## config.mk

```make
export PLATFORM = sky130hd
export DESIGN_NAME = ram_bist_ctrl
export DESIGN_NICKNAME = d
export VERILOG_FILES = /design/src/rtl/ram_bist_pkg.sv /design/src/rtl/bist_cmp_pipe.sv /design/src/rtl/ram_bist_ctrl.sv
export SDC_FILE = /design/constraint.sdc
export NUM_CORES = 1
export LEC_CHECK = 0
export ABC_AREA = 1
export BUFFER_PORTS_ARGS = -buffer_cell sky130_fd_sc_hd__buf_2
export CAP_MARGIN = 25
export CORE_MARGIN = 2
export CORE_UTILIZATION = 50
export DETAILED_ROUTE_END_ITERATION = 6
export PLACE_DENSITY = 0.82
export SYNTH_ARGS = -nofsm -noshare
export SYNTH_HDL_FRONTEND = slang
export SYNTH_HIERARCHICAL = 1
export SYNTH_SLANG_ARGS = --single-unit
```

## constraint.sdc

```tcl
create_clock -name CLK -period 5.2 [get_ports CLK]
set_input_delay 0 -clock CLK [delete_from_list [all_inputs] [get_ports CLK]]
set_output_delay 0 -clock CLK [all_outputs]
set_load 0.1 [all_outputs]
```

## src/rtl/ram_bist_pkg.sv

```systemverilog
// Shared definitions for the RAM march BIST engine.
//   bist_state_e : controller states
//   PAT_DEFAULT  : default data background (its complement is the second one)
//   ERR_W/ERR_MAX: width and saturation value of the mismatch counter
//   DRAIN_W      : width of the drain down-counter (READ_LAT is at most 4)
package ram_bist_pkg;

  typedef enum logic [3:0] {
    IDLE,
    M0_W,
    M1_R,
    M1_W,
    M2_R,
    M2_W,
    M3_R,
    DRAIN,
    FIN
  } bist_state_e;

  localparam logic [7:0] PAT_DEFAULT = 8'h55;
  localparam int ERR_W = 8;
  localparam logic [ERR_W-1:0] ERR_MAX = '1;
  localparam int DRAIN_W = 3;

endpackage

```

## src/rtl/bist_cmp_pipe.sv

```systemverilog
// Read-compare pipeline for the march BIST.
// Each read cycle pushes {valid, addr, expected} into a READ_LAT-deep delay
// line. When an entry reaches the last stage the RAM's Q belongs to it and is
// compared against the expected value.
// Ports:
//   CLK, RST_N        clock, async active-low reset
//   clr               clears counter, first-fail capture and the delay line
//   push_vld          current cycle is a read cycle
//   push_addr/exp     address and expected data of that read
//   q                 RAM read data
//   err_cnt           saturating mismatch count
//   fail_addr/data    address and Q value of the first mismatch
module bist_cmp_pipe
  import ram_bist_pkg::*;
#(
  parameter int ADDR_W   = 5,
  parameter int DATA_W   = 8,
  parameter int READ_LAT = 1
) (
  input  logic              CLK,
  input  logic              RST_N,
  input  logic              clr,
  input  logic              push_vld,
  input  logic [ADDR_W-1:0] push_addr,
  input  logic [DATA_W-1:0] push_exp,
  input  logic [DATA_W-1:0] q,
  output logic [ERR_W-1:0]  err_cnt,
  output logic [ADDR_W-1:0] fail_addr,
  output logic [DATA_W-1:0] fail_data
);

  logic [READ_LAT-1:0]             vld_sr;
  logic [READ_LAT-1:0][ADDR_W-1:0] addr_sr;
  logic [READ_LAT-1:0][DATA_W-1:0] exp_sr;
  logic                            mismatch;

  assign mismatch = vld_sr[READ_LAT-1] && (q != exp_sr[READ_LAT-1]);

  always_ff @(posedge CLK or negedge RST_N) begin
    if (!RST_N) begin
      vld_sr  <= '0;
      addr_sr <= '0;
      exp_sr  <= '0;
    end else begin
      if (clr) begin
        vld_sr <= '0;
      end else begin
        vld_sr[0] <= push_vld;
        for (int i = 1; i < READ_LAT; i++) vld_sr[i] <= vld_sr[i-1];
      end
      addr_sr[0] <= push_addr;
      exp_sr[0]  <= push_exp;
      for (int i = 1; i < READ_LAT; i++) begin
        addr_sr[i] <= addr_sr[i-1];
        exp_sr[i]  <= exp_sr[i-1];
      end
    end
  end

  always_ff @(posedge CLK or negedge RST_N) begin
    if (!RST_N) begin
      err_cnt   <= '0;
      fail_addr <= '0;
      fail_data <= '0;
    end else if (clr) begin
      err_cnt   <= '0;
      fail_addr <= '0;
      fail_data <= '0;
    end else if (mismatch) begin
      // capture only the first failure of a run
      if (err_cnt == '0) begin
        fail_addr <= addr_sr[READ_LAT-1];
        fail_data <= q;
      end
      if (err_cnt != ERR_MAX) err_cnt <= err_cnt + ERR_W'(1);
    end
  end

endmodule

```

## src/rtl/ram_bist_ctrl.sv

```systemverilog
// March BIST controller (W, RW, RW, R with background PAT and ~PAT) driving
// one RAM port. Holds the FSM and address/data generation; read compares are
// done in bist_cmp_pipe.
// Ports:
//   CLK, RST_N   clock, async active-low reset
//   START        one-cycle run request (accepted in IDLE or FIN)
//   Q            RAM read data
//   WEN, A, D    RAM write enable, address, write data
//   BUSY, DONE   run in progress / run finished (sticky)
//   PASS         DONE with no mismatches
//   ERR_CNT      saturating mismatch count
//   FAIL_ADDR/FAIL_DATA  first mismatch address and read data
//
// state | meaning
// IDLE  | waiting for START after reset
// M0_W  | ascending, write PAT
// M1_R  | ascending, read expecting PAT
// M1_W  | ascending, write ~PAT
// M2_R  | descending, read expecting ~PAT
// M2_W  | descending, write PAT
// M3_R  | descending, read expecting PAT
// DRAIN | READ_LAT cycles for outstanding compares
// FIN   | results valid, waiting for START
module ram_bist_ctrl
  import ram_bist_pkg::*;
#(
  parameter int ADDR_W   = 5,
  parameter int DATA_W   = 8,
  parameter int DEPTH    = 32,
  parameter int READ_LAT = 1,
  parameter logic [DATA_W-1:0] PAT = PAT_DEFAULT
) (
  input  logic              CLK,
  input  logic              RST_N,
  input  logic              START,
  input  logic [DATA_W-1:0] Q,
  output logic              WEN,
  output logic [ADDR_W-1:0] A,
  output logic [DATA_W-1:0] D,
  output logic              BUSY,
  output logic              DONE,
  output logic              PASS,
  output logic [ERR_W-1:0]  ERR_CNT,
  output logic [ADDR_W-1:0] FAIL_ADDR,
  output logic [DATA_W-1:0] FAIL_DATA
);

  localparam logic [ADDR_W-1:0]  LAST_ADDR  = ADDR_W'(DEPTH - 1);
  localparam logic [DRAIN_W-1:0] DRAIN_LOAD = DRAIN_W'(READ_LAT - 1);

  bist_state_e         state_q, state_d;
  logic [ADDR_W-1:0]   addr_q, addr_d;
  logic [DRAIN_W-1:0]  drn_q, drn_d;
  logic                clr;
  logic                push_vld;
  logic [DATA_W-1:0]   push_exp;

  always_ff @(posedge CLK or negedge RST_N) begin
    if (!RST_N) begin
      state_q <= IDLE;
      addr_q  <= '0;
      drn_q   <= '0;
    end else begin
      state_q <= state_d;
      addr_q  <= addr_d;
      drn_q   <= drn_d;
    end
  end

  always_comb begin
    state_d  = state_q;
    addr_d   = addr_q;
    drn_d    = drn_q;
    clr      = 1'b0;
    WEN      = 1'b0;
    A        = addr_q;
    D        = '0;
    BUSY     = 1'b1;
    push_vld = 1'b0;
    push_exp = '0;
    case (state_q)
      IDLE, FIN: begin
        A    = '0;
        BUSY = 1'b0;
        if (START) begin
          state_d = M0_W;
          addr_d  = '0;
          clr     = 1'b1;
        end
      end
      M0_W: begin
        WEN = 1'b1;
        D   = PAT;
        if (addr_q == LAST_ADDR) begin
          state_d = M1_R;
          addr_d  = '0;
        end else begin
          addr_d = addr_q + ADDR_W'(1);
        end
      end
      M1_R: begin
        push_vld = 1'b1;
        push_exp = PAT;
        state_d  = M1_W;
      end
      M1_W: begin
        WEN = 1'b1;
        D   = ~PAT;
        if (addr_q == LAST_ADDR) begin
          state_d = M2_R;
          addr_d  = LAST_ADDR;
        end else begin
          state_d = M1_R;
          addr_d  = addr_q + ADDR_W'(1);
        end
      end
      M2_R: begin
        push_vld = 1'b1;
        push_exp = ~PAT;
        state_d  = M2_W;
      end
      M2_W: begin
        WEN = 1'b1;
        D   = PAT;
        if (addr_q == '0) begin
          state_d = M3_R;
          addr_d  = LAST_ADDR;
        end else begin
          state_d = M2_R;
          addr_d  = addr_q - ADDR_W'(1);
        end
      end
      M3_R: begin
        push_vld = 1'b1;
        push_exp = PAT;
        if (addr_q == '0) begin
          state_d = DRAIN;
          drn_d   = DRAIN_LOAD;
        end else begin
          addr_d = addr_q - ADDR_W'(1);
        end
      end
      DRAIN: begin
        // A stays on the last read address while compares finish
        if (drn_q == '0) begin
          state_d = FIN;
          addr_d  = '0;
        end else begin
          drn_d = drn_q - DRAIN_W'(1);
        end
      end
      default: begin
        A       = '0;
        BUSY    = 1'b0;
        state_d = IDLE;
        addr_d  = '0;
      end
    endcase
  end

  assign DONE = (state_q == FIN);
  assign PASS = DONE && (ERR_CNT == '0);

  bist_cmp_pipe #(
    .ADDR_W  (ADDR_W),
    .DATA_W  (DATA_W),
    .READ_LAT(READ_LAT)
  ) u_cmp (
    .CLK      (CLK),
    .RST_N    (RST_N),
    .clr      (clr),
    .push_vld (push_vld),
    .push_addr(addr_q),
    .push_exp (push_exp),
    .q        (Q),
    .err_cnt  (ERR_CNT),
    .fail_addr(FAIL_ADDR),
    .fail_data(FAIL_DATA)
  );

endmodule

```

Word-level counts from Yosys, hierarchy flattened --
Cells that the tools add are included.
Word-level totals: flip-flop bits (word level) 47, bits in latches 0, memory bits (writable) 0, bits in read-only memories 0, bits of input ports 11, output and inout bits 38, word-level logic and storage cells 88, memories kept 0
Operators by class: $add $sub $neg 4, multipliers 0, div/mod/pow operators 0, $lt $le $gt $ge 0, eq/ne operators 17, shift operators 0, muxes and demuxes 35, bitwise gates (word level) 1, reduce and logical (&&, ||, !) cells 22
Operators by type and width (count):
- two-way mux 5 bit | 10
- two-way mux 8 bit | 6
- case mux 5 bit (7 select lines) | 1
- case mux 4 bit (8 select lines) | 1
- case mux 8 bit (2 select lines) | 2
- equality test 4 x 3 -> 1 bit (second input constant) | 4
- two-way mux 4 bit | 4
- inequality test 2 bit (second input constant) | 6
- two-way mux 3 bit | 3
- adder 8 x 1 -> 8 bit (second input constant) | 1
- equality test 4 x 2 -> 1 bit (second input constant) | 2
- zero test 8 bit | 1
- inequality test 8 bit | 1
- inequality test 8 bit (second input constant) | 1
- AND reduction 4 bit | 2
- nonzero test 2 bit | 4
- OR reduction 2 bit | 4
- OR reduction 7 bit | 1
- two-way mux 1 bit | 6
- case mux 3 bit (2 select lines) | 1
- OR reduction 3 bit | 2
- adder 5 x 1 -> 5 bit (second input constant) | 1
- equality test 5 bit (second input constant) | 1
- zero test 5 bit | 1
- 11 further kinds | 13

Logic depth before layout (Yosys ltp) --
Gate-level depths: netlist (run 1).
depth in word-level cells 5, gate-level depth with buffers 11, gate-level depth less buffers 11

Hierarchy --
Netlist (run 1), hierarchy kept.
By module, submodules not included:
- bist_cmp_pipe | instances 1, cells an instance 202, area each 1634.1 um2, sequential area each 875.8 um2
- ram_bist_ctrl | instances 1, cells an instance 176, area each 1193.6 um2, sequential area each 300.3 um2

Worst setup path after synthesis (run 1) --
No wires, ideal clock.
kind register to output, start register state_q[0], end output port A[0], data arrival time 3.546 ns, data required time 5.200 ns, setup slack 1.654 ns, cell stages (with the launch flop) 7, path buffers 0, cells stage by stage dfrtp_1 > nor2_2 > inv_1 > nor2_2 > nor2_1 > inv_1 > nor2_1
Between the ends: word-level cells in the longest chain between the ends 3, elaborated cells between the ends (all ways) 9, those cells by class eq/ne: 7; mux: 1; reduce/logical: 1
RTL lines:
- start: declaration | line ram_bist_ctrl.sv:51 | bist_state_e state_q, state_d;
- start signal: assignment | line ram_bist_ctrl.sv:64 | state_q <= state_d;
- equality test 4 x 3 -> 1 bit, or another cell as far along | line ram_bist_ctrl.sv:81 | case (state_q)
- OR reduction 7 bit (no line) *
- two-way mux 5 bit * | line ram_bist_ctrl.sv:81
- end: declaration | line ram_bist_ctrl.sv:38 | output logic [ADDR_W-1:0] A,
Mark *: on every way between the ends. The rest lies on a longest branch, timed or not.

Final worst setup path (run 1) --
start register state_q[1], end register u_cmp.fail_addr[4]
Between the ends: word-level cells in the longest chain between the ends 5, elaborated cells between the ends (all ways) 8, those cells by class eq/ne: 1; mux: 2; reduce/logical: 5
RTL lines:
- equality test 4 bit or zero test 4 bit (tied branches) | line ram_bist_ctrl.sv:81
- OR reduction 2 bit * | line ram_bist_ctrl.sv:81
- two-way mux 1 bit * | line ram_bist_ctrl.sv:81
- net clr | line ram_bist_ctrl.sv:54 | logic clr;
- nonzero test 2 bit (no line)
- AND reduction 2 bit (no line)
- end signal: assignment | line bist_cmp_pipe.sv:72 | fail_addr <= addr_sr[READ_LAT-1];
- end: declaration | line bist_cmp_pipe.sv:28 | output logic [ADDR_W-1:0] fail_addr,
Mark *: on every way through the listed nets, which the timed path passes. The rest lies on a longest branch. A chain may end at the register's enable or synchronous reset.

==> flow_metrics.tcl, run 1 <==
set metrics [dict create \
    outcome "complete, no violations" \
    htree_levels 2 \
    yosys-top-cells-count "nand2_1, dfrtp_1, inv_1, nor2_1, nand3_1" \
    synth_top_cell_by_area "dfrtp_1" \
    yosys_register_bits 47 \
    clk_pin_slew_ns 0.09 \
    crit_type "reg2reg" \
    start_util_pct 51.7 \
    gp_congestion 0.929 \
    cp-start-kind "register" \
    stdcell_count 496 \
    drive_gt1_share_pct 22.6 \
    rsz0062_at_grt "false" \
    hold_viol 0 \
    finalSetupTns_ns 0 \
    clockBufferDepth 2 \
    syn_area_sq_um 2830 \
    pin_count 49 \
    fin_crit_sh_pct 44.1 \
    post-cts-setup-buffer-count 0 \
    cp_max_fo 23 \
    firstDrtPassIters 5 \
    portBuffers 48 \
    synth_area_leaders "dfrtp_1, nand2_1, nand3_1" \
    die_w_microns 79.2 \
    hold_path_class "in2reg" \
    worst_setup_path_end_kind "register" \
    vias 2505 \
    grt_overflow 0 \
    die_y_microns 79.2 \
    arrival_ns 2.53 \
    period_minus_slack_ns 2.29 \
    synth_edf_count 0 \
    setup_violations 0 \
    yosysMostFrequentCell "nand2_1" \
    drc 0 \
    synth_warnings 6 \
    synthCells 378 \
    first_global_vias 2264 \
    yosysTopAreaCellShare_pct 41.6 \
    cts_tree "built" \
    fillCellCount 505 \
    synth_ff_type "dfrtp_1" \
    fin_nets 444 \
    dp_hpwl_mm 4.46 \
    fmax_mhz 436 \
    core_sq_um 5470 \
    std_cell_rows 27 \
    grt_first_pass_wirelength_mm 10.2 \
    synth-seq-area-share_pct 41.6 \
    track_usage_pct 20.3 \
    wirelength_mm 5.98 \
    async_flop_share_pct 100 \
    clk_latency_ns 0.30 \
    syn2layout_area_growth_pct 13.1 \
    die_area_sq_um 6270 \
    grt_max_degree 48 \
    place_inst 486 \
    detail-route-antenna-nets 0 \
    clock-sinks 47 \
    drv_cap 0 \
    tightest_slew_ns 0.750 \
    route.detailed.wl_per_inst_microns 12.0 \
    post_drt_via_cell_ratio 5.05 \
    slew_headroom_pct 49.9 \
    antenna_found_initial 0 \
    finalMaxSlewViolations 0 \
    worstPathRequired_ns 5.43 \
    synth_nets 399 \
    diodes 0 \
    cts_root_buf "clkbuf_8" \
    drt_iter0_drc 157 \
    skew_ns 0.00887 \
    synth_area_per_cell_sq_um 7.48 \
    synth_cell_types 31 \
    cts_inserted_buffers 5 \
]
==> cell type report <==
class	count	area, sq um	area share [%]
repair buffers	51	278	8.68
clock inverters	2	12.5	0.391
multi-input cells	265	1370	42.9
flip-flops and latches	47	1180	36.8
inverters	53	199	6.22
well taps	72	90.1	2.82
clock buffers	6	72.6	2.27
==> metrics by stage <==
step | hold WS, ns | setup slack (ns) | util [%] | cell area [sq um]
floorplan | -0.296 | 1.65 | - | 2830
global placement | 0.209 | 3.10 | 56.4 | 3080
detailed placement | 0.223 | 2.96 | 56.4 | 3080
CTS | 0.0218 | 2.93 | 58.1 | 3180
global route | 0.0425 | 2.69 | 58.5 | 3200
finish | 0.0303 | 2.91 | 58.5 | 3200
==> flip-flops by register name, indices dropped and copies added, names as in the netlist <==
name             cells
state_q              4
u_cmp/exp_sr         8
u_cmp/err_cnt        8
u_cmp/fail_addr      5
addr_q               5
u_cmp/fail_data      8
u_cmp/addr_sr        5
u_cmp/vld_sr         1
drn_q                3
==> placed cells by master, fill, tap and decap left out, types with 2 or more instances in the layout <==
cell type / n
nand2_1: 106
buf_2: 48
dfrtp_1: 47
inv_1: 46
nor2_1: 44
nand3_1: 39
nand2_2: 13
o21ai_0: 10
ha_1: 10
inv_2: 7
xor2_1: 6
nor2_2: 5
xnor2_1: 5
clkbuf_8: 5
nor2_4: 4
nand2_4: 3
nand4_1: 3
o21ai_1: 3
nor4_1: 2
o21ai_2: 2
nand3_2: 2
==> routing by layer <==
layer,GRT usage (%),wire (microns),up-vias
li1,-,-,1251
met1,25.5,2530,1136
met2,36.2,2880,109
met3,4.20,498,9
met4,4.31,57,0
met5,0,0,-
==> timing repair <==
action | CTS | global route
endpoints found under the hold margin | 47 | 0
hold buffers | 1 | 0
gates resized for setup | 0 | 0
==> path summary, 6_finish.rpt <==
path	from	to	slack, ns	cells past startpoint
setup / recovery	state_q[1]$_DFFE_PN0P_	u_cmp/fail_addr[4]$_DFFE_PN0P_	2.91	10
hold / removal	Q[6]	u_cmp/fail_data[6]$_DFFE_PN0P_	0.03	5
setup reg to reg	state_q[1]$_DFFE_PN0P_	u_cmp/fail_addr[4]$_DFFE_PN0P_	2.91	10
hold reg to reg	addr_q[4]$_DFFE_PN0P_	u_cmp/addr_sr[4]$_DFF_PN0_	0.51	0
max in group asynchronous	RST_N	u_cmp/fail_data[7]$_DFFE_PN0P_	4.59	3
min in group asynchronous	RST_N	u_cmp/fail_addr[1]$_DFFE_PN0P_	0.12	2
==> worst max-delay path, stage by stage, from the launching register on <==
cell     delay [ns]
dfrtp_1        0.46
nor2_2         0.18
inv_1          0.08
nor2_2         0.15
inv_2          0.06
nor2_1         0.10
buf_4          0.26
inv_1          0.39
nand2_2        0.37
nand2_1        0.09
nand2_1        0.08
==> kinds of logic after synthesis <==
group           synth area share [%]
simple gates                    36.8
buf+inv                         9.91
flops                           41.6
xor+xnor                        3.41
fa+ha+maj                       4.42
compound gates                  3.89
Power of run 1 is left out: the tool's default activity adds up to more than one toggle a clock period on the data nets, which glitch-free logic cannot reach.
==> inputs of run 2 (changes only) <==
Clock period 5.2 ns to 2.4 ns, I/O delays scaled along.
==> run 2 against run 1 <==
  * Flip-flop and latch count did not move
  * Sequential share of layout area fell by 0.77 points
  * Worst setup slack got worse by 2.6 ns
  * Cell count did not move
  * First-iteration DRC count fell by 6.4%
  * Non-clock buffer count did not move
  * Register-to-register slack got worse by 2.6 ns
  * Wire length rose by 0.55%
  * Critical path depth fell by 1
  * Clock-buffer cell count did not move
  * Largest cell class unchanged
==> flow_metrics.tcl, run 2 (synthesized netlist as in run 1, its figures left out) <==
set metrics [dict create \
    slowest_stage "dfrtp_1" \
    crit_type "reg2reg" \
    clk_pin_slew_ns 0.09 \
    finalMaxSlewViolations 0 \
    cts_root_buf "clkbuf_8" \
    critPathTopFamily "simple AND/OR/NAND/NOR gates" \
    post_drt_via_cell_ratio 5.02 \
    clock-sinks 47 \
    cts_tree "built" \
    drv_cap 0 \
    fin_crit_sh_pct 86.1 \
    start_util_pct 51.7 \
    cp_cell_sequence "nor2_2 -> inv_1 -> nor2_2 -> inv_2 -> nor2_1 -> inv_1 -> nand2_2 -> nand2_1 -> nand2_1" \
    std_cell_rows 27 \
    drive_gt1_share_pct 24.8 \
    final_area_sq_um 3270 \
    hold_viol 0 \
    max_stage_delay_ns 0.46 \
    die_w_microns 79.2 \
    syn2layout_area_growth_pct 15.6 \
    portBuffers 48 \
    htree_levels 2 \
    firstDrtPassIters 7 \
    skew_ns 0.0125 \
    wirelength_mm 6.01 \
    cp_max_fo 23 \
    dp_hpwl_mm 4.40 \
    first_global_vias 2254 \
    cp-start-kind "register" \
    setup_violations 0 \
    period_minus_slack_ns 2.07 \
    outcome "complete, no violations" \
    hold_path_class "in2reg" \
    fmax_mhz 484 \
    arrival_ns 2.31 \
    placed_area_sq_um 3110 \
    slew_headroom_pct 50.4 \
    reg_top3 "u_cmp/err_cnt (8), u_cmp/exp_sr (8), u_cmp/fail_data (8)" \
    fin_nets 444 \
    diodes 0 \
    critPathBufInv 3 \
    cts_inserted_buffers 5 \
    rsz0062_at_grt "false" \
    tightest_slew_ns 0.743 \
    vias 2488 \
    gp_congestion 0.988 \
    pin_count 49 \
    drt_iter0_drc 147 \
    die_y_microns 79.2 \
    fin_util_pct 59.7 \
    drc 0 \
    clk_latency_ns 0.30 \
    grt_overflow 0 \
    worst_setup_path_end_kind "register" \
    antenna_found_initial 0 \
    layout_commonest_cell "nand2_1" \
    grt_max_degree 48 \
    fillCellCount 491 \
    die_area_sq_um 6270 \
    detail-route-antenna-nets 0 \
    route.detailed.wl_per_inst_microns 12.1 \
    grt_first_pass_wirelength_mm 9.94 \
    worstPathRequired_ns 2.64 \
    clockBufferDepth 2 \
    final_cell_mix "nand2_1, buf_2, dfrtp_1" \
    track_usage_pct 19.8 \
    core_sq_um 5470 \
]
run 2: routing by layer:
metal	vias up	track usage [%]	routed length [microns]
li1	1249	-	-
met1	1130	24.4	2580
met2	96	35.2	2940
met3	13	3.75	400
met4	0	5.52	95
met5	-	0	0
run 2: cell type report:
cell class                      instances  area [sq um]  area share (%)
Clock inverter                          2          60.1            1.84
Timing Repair Buffer                   51           278            8.50
Clock buffer                            6          72.6            2.22
Tap cell                               72          90.1            2.76
Sequential cell                        47          1180            36.0
Multi-Input combinational cell        265          1390            42.6
Inverter                               53           199            6.09
run 2: worst paths after layout:
kind                            slack (ns)  cells past startpoint                        endpoint                    from
worst max-delay path                  0.33                      9  u_cmp/fail_data[7]$_DFFE_PN0P_  state_q[1]$_DFFE_PN0P_
worst min-delay path                  0.03                      5  u_cmp/fail_data[2]$_DFFE_PN0P_                    Q[2]
worst max register to register        0.33                      9  u_cmp/fail_data[7]$_DFFE_PN0P_  state_q[1]$_DFFE_PN0P_
worst min register to register        0.50                      0      u_cmp/addr_sr[0]$_DFF_PN0_   addr_q[0]$_DFFE_PN0P_
max in group asynchronous             1.78                      3      u_cmp/addr_sr[2]$_DFF_PN0_                   RST_N
min in group asynchronous             0.13                      2    u_cmp/err_cnt[0]$_DFFE_PN0P_                   RST_N
run 2: worst reg2reg max path, cell delays in order, from the launching register on:
cell     delay [ns]
dfrtp_1        0.46
nor2_2         0.17
inv_1          0.08
nor2_2         0.18
inv_2          0.07
nor2_1         0.13
inv_1          0.35
nand2_2        0.37
nand2_1        0.11
nand2_1        0.08
run 2: through the flow:
stage	setup WS, ns	std cells	hold slack, ns	setup TNS (ns)
2_1_floorplan	-0.225	378	-0.296	-1.13
3_3_place_gp	0.491	486	0.225	0
3_5_place_dp	0.385	486	0.224	0
4_1_cts	0.366	495	0.0223	0
5_1_grt	0.115	496	0.0408	0
6_report	0.332	496	0.0262	0
run 2: what timing repair did:
action	4_1_cts	5_1_grt
endpoints found under the hold margin	47	0
gates resized for setup	0	0
hold buffers	1	0
setup buffers	0	0
Power of run 2 is left out for the same reason.
==> inputs of run 3 (changes only) <==
Settings changed: RECOVER_POWER set to 50.
==> run 3 against run 2 <==
  * Clock-buffer cell count stayed put
  * Register-to-register slack about the same
  * Global-route usage is the same
  * Critical endpoint unchanged
  * Critical path depth did not move
  * Core utilization decreased by 0.57 points
  * Sequential share of layout area up 0.35 points
  * Die area did not move
  * Cell count stayed put
  * Final area is 0.96% lower
  * Hold slack hardly changed
  * Wire length fell by 0.20%
  * Highest routed layer unchanged
  * Clock skew down 0.00085 ns
  * Critical path type unchanged
==> flow_metrics.tcl, run 3 (synthesized netlist as in run 1, its figures left out) <==
set metrics [dict create \
    period_minus_slack_ns 2.07 \
    cp_cell_sequence "nor2_2 -> inv_1 -> nor2_2 -> inv_2 -> nor2_1 -> inv_1 -> nand2_2 -> nand2_1 -> nand2_1" \
    post-cts-setup-buffer-count 0 \
    fillCellCount 499 \
    diodes 0 \
    die_area_sq_um 6270 \
    wirelength_mm 6.00 \
    slowest_stage "dfrtp_1" \
    clockBufferDepth 2 \
    grt_max_degree 48 \
    outcome "complete, no violations" \
    hold_path_class "in2reg" \
    dp_hpwl_mm 4.40 \
    crit_type "reg2reg" \
    firstDrtPassIters 4 \
    fin_crit_sh_pct 86.1 \
    start_util_pct 51.7 \
    worst_setup_path_end_kind "register" \
    std_cell_rows 27 \
    first_global_vias 2254 \
    drv_cap 0 \
    drt_iter0_drc 156 \
    syn2layout_area_growth_pct 14.5 \
    gp_congestion 0.988 \
    post_drt_via_cell_ratio 4.98 \
    reg_top3 "u_cmp/err_cnt (8), u_cmp/exp_sr (8), u_cmp/fail_data (8)" \
    critPathTopFamily "simple AND/OR/NAND/NOR gates" \
    track_usage_pct 19.8 \
    clk_latency_ns 0.30 \
    cts_tree "built" \
    drive_gt1_share_pct 21.7 \
    detail-route-antenna-nets 0 \
    clock-sinks 47 \
    fin_nets 444 \
    layout_commonest_cell "nand2_1" \
    antenna_found_initial 0 \
    tightest_slew_ns 1.19 \
    portBuffers 48 \
    fmax_mhz 484 \
    vias 2469 \
    pin_count 49 \
    drc 0 \
    hold_buffers 1 \
    slew_headroom_pct 21.3 \
    placed_area_sq_um 3110 \
    rsz0062_at_grt "false" \
    grt_overflow 0 \
    post_cts_resized 0 \
    final_cell_mix "nand2_1, inv_1, dfrtp_1" \
    core_sq_um 5470 \
    hold_viol 0 \
    cts_root_buf "clkbuf_8" \
    critPathBufInv 3 \
    skew_ns 0.0116 \
    final_area_sq_um 3240 \
    clk_pin_slew_ns 0.09 \
    worstPathRequired_ns 2.64 \
    grt_first_pass_wirelength_mm 9.94 \
    cts_inserted_buffers 5 \
    htree_levels 2 \
    finalMaxSlewViolations 0 \
    setup_violations 0 \
    die_y_microns 79.2 \
    cp-start-kind "register" \
    die_w_microns 79.2 \
    cp_max_fo 23 \
    max_stage_delay_ns 0.45 \
    route.detailed.wl_per_inst_microns 12.1 \
    arrival_ns 2.30 \
]
-- run 3: cell types whose count changed in the layout (fill, tap and decap cells not counted), sizes merged --
cell    previous run  this run
buf               50        38
clkbuf             6        18
-- run 3: path summary, 6_finish.rpt --
kind                                        start                        endpoint  slack, ns  cells past startpoint
max                        state_q[1]$_DFFE_PN0P_  u_cmp/fail_data[7]$_DFFE_PN0P_       0.33                      9
min                                          Q[2]  u_cmp/fail_data[2]$_DFFE_PN0P_       0.03                      5
max reg2reg                state_q[1]$_DFFE_PN0P_  u_cmp/fail_data[7]$_DFFE_PN0P_       0.33                      9
min reg2reg                 addr_q[0]$_DFFE_PN0P_      u_cmp/addr_sr[0]$_DFF_PN0_       0.50                      0
max in group asynchronous                   RST_N      u_cmp/addr_sr[2]$_DFF_PN0_       0.85                      3
min in group asynchronous                   RST_N    u_cmp/err_cnt[0]$_DFFE_PN0P_       0.27                      2
-- run 3: routing by layer --
metal,share of wire [%],GRT usage [%],wire length [microns],vias to the layer above
li1,-,-,-,1251
met1,44,24.4,2620,1122
met2,48,35.2,2890,87
met3,6.7,3.75,400,9
met4,1.4,5.52,86,0
met5,0,0,0,-
-- run 3: final cells by class --
class | instances | area, sq um | area share, %
repair buffers | 51 | 249 | 7.69
inverters | 53 | 199 | 6.15
clock buffers | 6 | 72.6 | 2.24
clock inverters | 2 | 60.1 | 1.86
well taps | 72 | 90.1 | 2.78
multi-input cells | 265 | 1390 | 42.9
flip-flops and latches | 47 | 1180 | 36.3
-- run 3: stage by stage --
| step | setup TNS, ns | instances | setup slack, ns | hold slack [ns] | util [%] |
|---|---|---|---|---|---|
| after floorplan | -1.13 | 378 | -0.225 | -0.296 | - |
| after global placement | 0 | 486 | 0.491 | 0.225 | 56.7 |
| after detailed placement | 0 | 486 | 0.385 | 0.224 | 56.7 |
| after CTS | 0 | 495 | 0.366 | 0.0223 | 59.4 |
| after global routing | 0 | 496 | 0.125 | 0.0408 | 59.1 |
| final | 0 | 496 | 0.333 | 0.0261 | 59.1 |
-- run 3: worst register-to-register path, stage by stage, from the launching register on --
cell     delay [ns]
dfrtp_1        0.45
nor2_2         0.17
inv_1          0.08
nor2_2         0.18
inv_2          0.07
nor2_1         0.13
inv_1          0.35
nand2_2        0.37
nand2_1        0.11
nand2_1        0.08
Power of run 3 is left out for the same reason.
